File: src/rtl/block_ram_reader.sv
// rtl/block_ram_reader.sv - capture log RAM read-out engine; header option BRAM_READER_HEADER_EN
module block_ram_reader #(
  parameter int RAM_WIDTH  = 32,
  parameter int RAM_DEPTH  = 32768,
  parameter int RD_LATENCY = 1,
  localparam int AW = $clog2(RAM_DEPTH)
) (
  input  logic                 clk,
  input  logic                 i_reset,
  input  logic                 i_start,
  input  logic                 i_abort,
  input  logic [AW-1:0]        i_base_adrs,
  input  logic [AW:0]          i_num_words,
  input  logic [RAM_WIDTH-1:0] i_ram_data,
  output logic [AW-1:0]        o_read_adrs,
  output logic                 o_enbl_read,
  output logic [7:0]           o_byte,
  output logic                 o_byte_valid,
  input  logic                 i_byte_ready,
  output logic                 o_busy,
  output logic                 o_done
);

  localparam int NB = RAM_WIDTH / 8;
  // index also counts the four header bytes, so it is never narrower than 2 bits
  localparam int IW = $clog2(NB + 4);
  localparam int WW = (RD_LATENCY > 1) ? $clog2(RD_LATENCY) : 1;

  localparam logic [IW-1:0] LAST_BYTE = IW'(NB - 1);
  localparam logic [WW-1:0] LAST_WAIT = WW'(RD_LATENCY - 1);
  localparam logic [AW-1:0] LAST_ADRS = AW'(RAM_DEPTH - 1);
  localparam logic [AW:0]   ONE_WORD  = (AW + 1)'(1);

  typedef enum logic [2:0] {IDLE, HDR, READ, WAIT, SEND, DONE} state_t;

  state_t                 state;
  state_t                 state_nxt;
  logic [AW-1:0]          adrs;
  logic [AW:0]            words_left;
  logic [RAM_WIDTH-1:0]   shreg;
  logic [IW-1:0]          idx;
  logic [WW-1:0]          wait_cnt;
  logic                   cancel;

  // abort only matters once a dump is running
  assign cancel      = i_abort && (state != IDLE);
  assign o_read_adrs = adrs;

`ifdef BRAM_READER_HEADER_EN
  logic [15:0] hdr_count;
  assign hdr_count = 16'(words_left);
`endif

  // state register
  always_ff @(posedge clk) begin
    if (i_reset) state <= IDLE;
    else         state <= state_nxt;
  end

  // next state and outputs; every output is decoded from registers only
  always_comb begin
    state_nxt    = state;
    o_byte       = 8'h00;
    o_byte_valid = 1'b0;
    o_done       = 1'b0;
    o_busy       = (state != IDLE);
    o_enbl_read  = (state != IDLE);
    case (state)
      IDLE: begin
        if (i_start) begin
`ifdef BRAM_READER_HEADER_EN
          state_nxt = HDR;
`else
          state_nxt = (i_num_words == '0) ? DONE : READ;
`endif
        end
      end
`ifdef BRAM_READER_HEADER_EN
      HDR: begin
        o_byte_valid = 1'b1;
        case (idx[1:0])
          2'd0:    o_byte = 8'hA5;
          2'd1:    o_byte = 8'h5A;
          2'd2:    o_byte = hdr_count[15:8];
          default: o_byte = hdr_count[7:0];
        endcase
        if (i_byte_ready && idx[1:0] == 2'd3)
          state_nxt = (words_left == '0) ? DONE : READ;
      end
`endif
      READ: state_nxt = WAIT;
      WAIT: begin
        if (wait_cnt == LAST_WAIT) state_nxt = SEND;
      end
      SEND: begin
        o_byte_valid = 1'b1;
        o_byte       = shreg[RAM_WIDTH-1 -: 8];
        if (i_byte_ready && idx == LAST_BYTE)
          state_nxt = (words_left == ONE_WORD) ? DONE : READ;
      end
      DONE: begin
        o_done    = 1'b1;
        state_nxt = IDLE;
      end
      default: state_nxt = IDLE;
    endcase
    if (cancel) state_nxt = IDLE;
  end

  // datapath: address, word count, shift register and small counters
  always_ff @(posedge clk) begin
    if (i_reset) begin
      adrs       <= '0;
      words_left <= '0;
      shreg      <= '0;
      idx        <= '0;
      wait_cnt   <= '0;
    end else if (!cancel) begin
      case (state)
        IDLE: begin
          if (i_start) begin
            adrs       <= i_base_adrs;
            words_left <= i_num_words;
            idx        <= '0;
            wait_cnt   <= '0;
          end
        end
`ifdef BRAM_READER_HEADER_EN
        HDR: begin
          if (i_byte_ready) idx <= idx + 1'b1;
        end
`endif
        READ: wait_cnt <= '0;
        WAIT: begin
          wait_cnt <= wait_cnt + 1'b1;
          if (wait_cnt == LAST_WAIT) begin
            shreg <= i_ram_data;
            idx   <= '0;
          end
        end
        SEND: begin
          if (i_byte_ready) begin
            shreg <= shreg << 8;
            idx   <= idx + 1'b1;
            if (idx == LAST_BYTE && words_left != ONE_WORD) begin
              words_left <= words_left - ONE_WORD;
              adrs       <= (adrs == LAST_ADRS) ? '0 : adrs + 1'b1;
            end
          end
        end
        default: ;
      endcase
    end
  end

endmodule

File: config.mk
export PLATFORM = sky130hd
export DESIGN_NAME = block_ram_reader
export DESIGN_NICKNAME = d
export VERILOG_FILES = /design/src/rtl/block_ram_reader.sv
export SDC_FILE = /design/constraint.sdc
export NUM_CORES = 1
export LEC_CHECK = 0
export BUFFER_PORTS_ARGS = -buffer_cell sky130_fd_sc_hd__buf_2
export CAP_MARGIN = 30
export CORE_MARGIN = 2
export CORE_UTILIZATION = 40
export CTS_CLUSTER_SIZE = 10
export DETAILED_ROUTE_END_ITERATION = 12
export GPL_TIMING_DRIVEN = 0
export PLACE_DENSITY = 0.64
export SYNTH_ARGS = -nofsm -noshare
export SYNTH_HDL_FRONTEND = slang
export SYNTH_SLANG_ARGS = --single-unit
File: constraint.sdc
create_clock -name clk -period 3.9 [get_ports clk]
set_input_delay 0.195 -clock clk [delete_from_list [all_inputs] [get_ports clk]]
set_output_delay 0.195 -clock clk [all_outputs]
set_load 0.01 [all_outputs]
==> summary.md <==
| Metric | Value |
|---|---|
| Status | `complete, no violations` |
| Fin. max-slew vios | `0` |
| Final setup TNS | `0 ns` |
| Placed Cells | `738` |
| Die area | `0.0107 mm²` |
| Core Region | `0.00968 mm²` |
| Antenna diodes | `0` |
| Mapped Avg Cell Area | `7.71 µm²` |
| Post-Layout Cell Count | `754` |
| Final Skew | `0.00684 ns` |
| Commonest cells after routing, fill and taps aside | `103 x buf_2, 90 x nand2_1, 70 x dfxtp_1` |
| Hold buffers post-CTS | `0` |
| Crit path cell chain | `ha_1 > nand3_1 > nor4_1 > nor2_1 > buf_2 > a221oi_1 > nor3_1` |
| Vias | `4,209` |
| Max_cap viols | `0` |
| Nets@finish | `689` |
| Row count | `36` |
| CP top delay family | `simple AND/OR/NAND/NOR gates` |
| Worst Path Required | `4.13 ns` |
| Drt via density | `5.58` |
| Syn Nets | `585` |
| #FFs+latches synth | `70` |
| Post-DRT Antenna Nets | `0` |
| PwrDens | `366 mW/mm²` |
| CTS root buffer | `clkbuf_8` |
| Mapped Area | `0.00395 mm²` |
| Reg2reg path depth | `7` |
| TritonCTS Buffers | `9` |
| Top_reg_cell synth | `dfxtp_1` |
| CTS H-Tree Depth | `3` |
| Crit Path Class | `flop to flop` |
| Post-Syn Instances | `512` |
| Fin. Hold Viols | `0` |
| CP Buf/Inv Count | `1` |
| Routed WL per cell | `16.1 µm` |
| Clock transition at path regs | `0.08 ns` |
| Post-synthesis cell type count | `55` |
| First-pass GRT wire length | `19,500 µm` |
| Cell taking the most area after synthesis | `dfxtp_1` |
| Die Span Y | `103 µm` |
| CTS tree | `done` |
| Clock sink total | `70` |
| Drc violations | `0` |
| Post-DP HPWL | `9010 µm` |
| Post_cts resized | `0` |
| EDFF count, synth | `0` |
| Largest cells by area after synthesis | `dfxtp_1 35%, nand2_1 8.6%, nor2_1 5.0%, a21oi_1 4.9%, a311oi_2 3.8%` |
| Largest net degree at the start of global routing | `14` |
| Final setup violation count | `0` |
| Most common cell after layout, fill and taps aside | `buf_2` |
| Hold_ws | `0.0871 ns` |
| GRT Resource Usage Total | `0.235` |
| Hold Path Class | `input port to flop` |
| Drt total wl | `12,200 µm` |
| Worst EP arrival | `2.49 ns` |
| RSZ-0062 raised after global routing | `false` |
| Initial antenna violation count | `0` |
| Critical Path Sink Type | `flop` |
| GR Overflow Total | `0` |
| Pleak | `1.87 nW` |
| Fillcell total | `992` |
| Area Overhead vs Synth | `21.6%` |
| Die X | `103 µm` |
| Rel. slew slack | `0.456` |
| Starting Density | `0.408` |
| Initial drt markers | `219` |
| Fmax achieved | `442 MHz` |
| Worst-margin pin slew | `0.809 ns` |
| CP Launch Type | `flop` |
| Port Buffers | `93` |
| Total Power | `1.76 mW` |
| GPL Wtd Cong | `0.858` |
| Worst path depth | `7` |
| Share of cells above drive strength 1 | `0.237` |
| Post-layout minimum cycle time | `2.26 ns` |
| Pre-antenna DRT Iters | `5` |
| Synth top area share | `0.355` |
| Post-synthesis sequential area ratio | `0.355` |
| Ys async rst share | `0` |
| Final Cycle Share | `0.581` |
| Worst-Skew Late Latency | `0.35 ns` |
| I/O Pins | `95` |
| VDD IR max | `0.000255 V` |
| CP Max Fanout | `10` |
| Biggest cell delay along the critical path | `0.58 ns` |
| Crit path max-delay cell type | `nor4_1` |
| # Post-CTS Setup Buffers | `0` |
| Clock Tree Buf Depth | `2` |
| Vias in the first global route | `3,961` |
| Hold Path Stages | `3` |
| Synth warn | `0` |
==> Yosys cell counts (all sizes together), types with 5 or more instances <==
master	count
nor3	14
and2	13
dfxtp	70
or3	6
a311oi	24
nand2	90
nor4	6
clkbuf	22
a211oi	7
nand4	7
nor2	53
o21ai	23
xnor2	5
o31ai	8
buf	20
nand3	20
nor3b	5
ha	5
a21oi	39
nand2b	7
a221oi	10
inv	9
==> metal layers <==
metal,vias up,GRT usage,share of wire
met5,-,0,0
met4,0,0.0830,0.022
met3,22,0.0349,0.058
met2,159,0.397,0.48
met1,1966,0.306,0.45
li1,2062,-,-
==> path summary, 6_finish.rpt <==
path,start,end,slack (ns)
hold reg to reg,idx[2],idx[2],0.45
hold / removal,i_ram_data[5],shreg[5],0.09
setup reg to reg,o_read_adrs[1],o_read_adrs[1],1.64
setup / recovery,o_read_adrs[1],o_read_adrs[1],1.64
==> registers in the layout, indices dropped and copies added, names as in the netlist <==
register,cells
words_left,16
wait_cnt,1
idx,3
shreg,32
o_read_adrs,15
state,3
==> kinds of logic after synthesis <==
family / Yosys count / share of synthesized area
adders and majority gates: 5 / 0.0158
AOI/OAI and AO/OA: 142 / 0.266
and+or+nand+nor: 238 / 0.285
DFF: 70 / 0.355
xor gates and xnor gates: 6 / 0.0133
buffers and inverters: 51 / 0.0650
==> worst reg2reg max path, delay by kind of cell (launching register included) <==
kind,cells,cell delay (ns)
AO/OA/AOI/OAI,1,0.32
adder cells (fa/ha/maj),1,0.27
buffers and inverters,1,0.22
flip-flops,1,0.39
AND/OR/NAND/NOR,4,0.94
==> report_power, final <==
part | internal, mW | leakage, nW | switching (mW) | total (mW)
clock | 0.362 | 0.109 | 0.304 | 0.666
combinational | 0.121 | 1.19 | 0.181 | 0.303
sequential | 0.750 | 0.570 | 0.0409 | 0.790
total | 1.23 | 1.87 | 0.526 | 1.76
==> layout make-up <==
type / count / area (µm²) / share of cell area
Clock buffer: 9 / 124 / 0.0258
Buffer: 42 / 223 / 0.0464
Tap cell: 133 / 166 / 0.0346
Multi-Input combinational cell: 391 / 2290 / 0.477
Inverter: 9 / 33.8 / 0.00703
Timing Repair Buffer: 93 / 465 / 0.0969
Sequential cell: 70 / 1400 / 0.292
Clock inverter: 7 / 98.8 / 0.0206
==> per-stage QoR <==
stage / utilization / setup WS [ns] / area [µm²]
floorplan: - / 2.05 / 3950
global placement: 0.473 / 1.65 / 4580
detailed placement: 0.473 / 1.62 / 4580
CTS: 0.496 / 1.59 / 4800
global route: 0.496 / 1.46 / 4800
finish: 0.496 / 1.64 / 4800
Note: power is estimated with default switching activity, not from simulation.
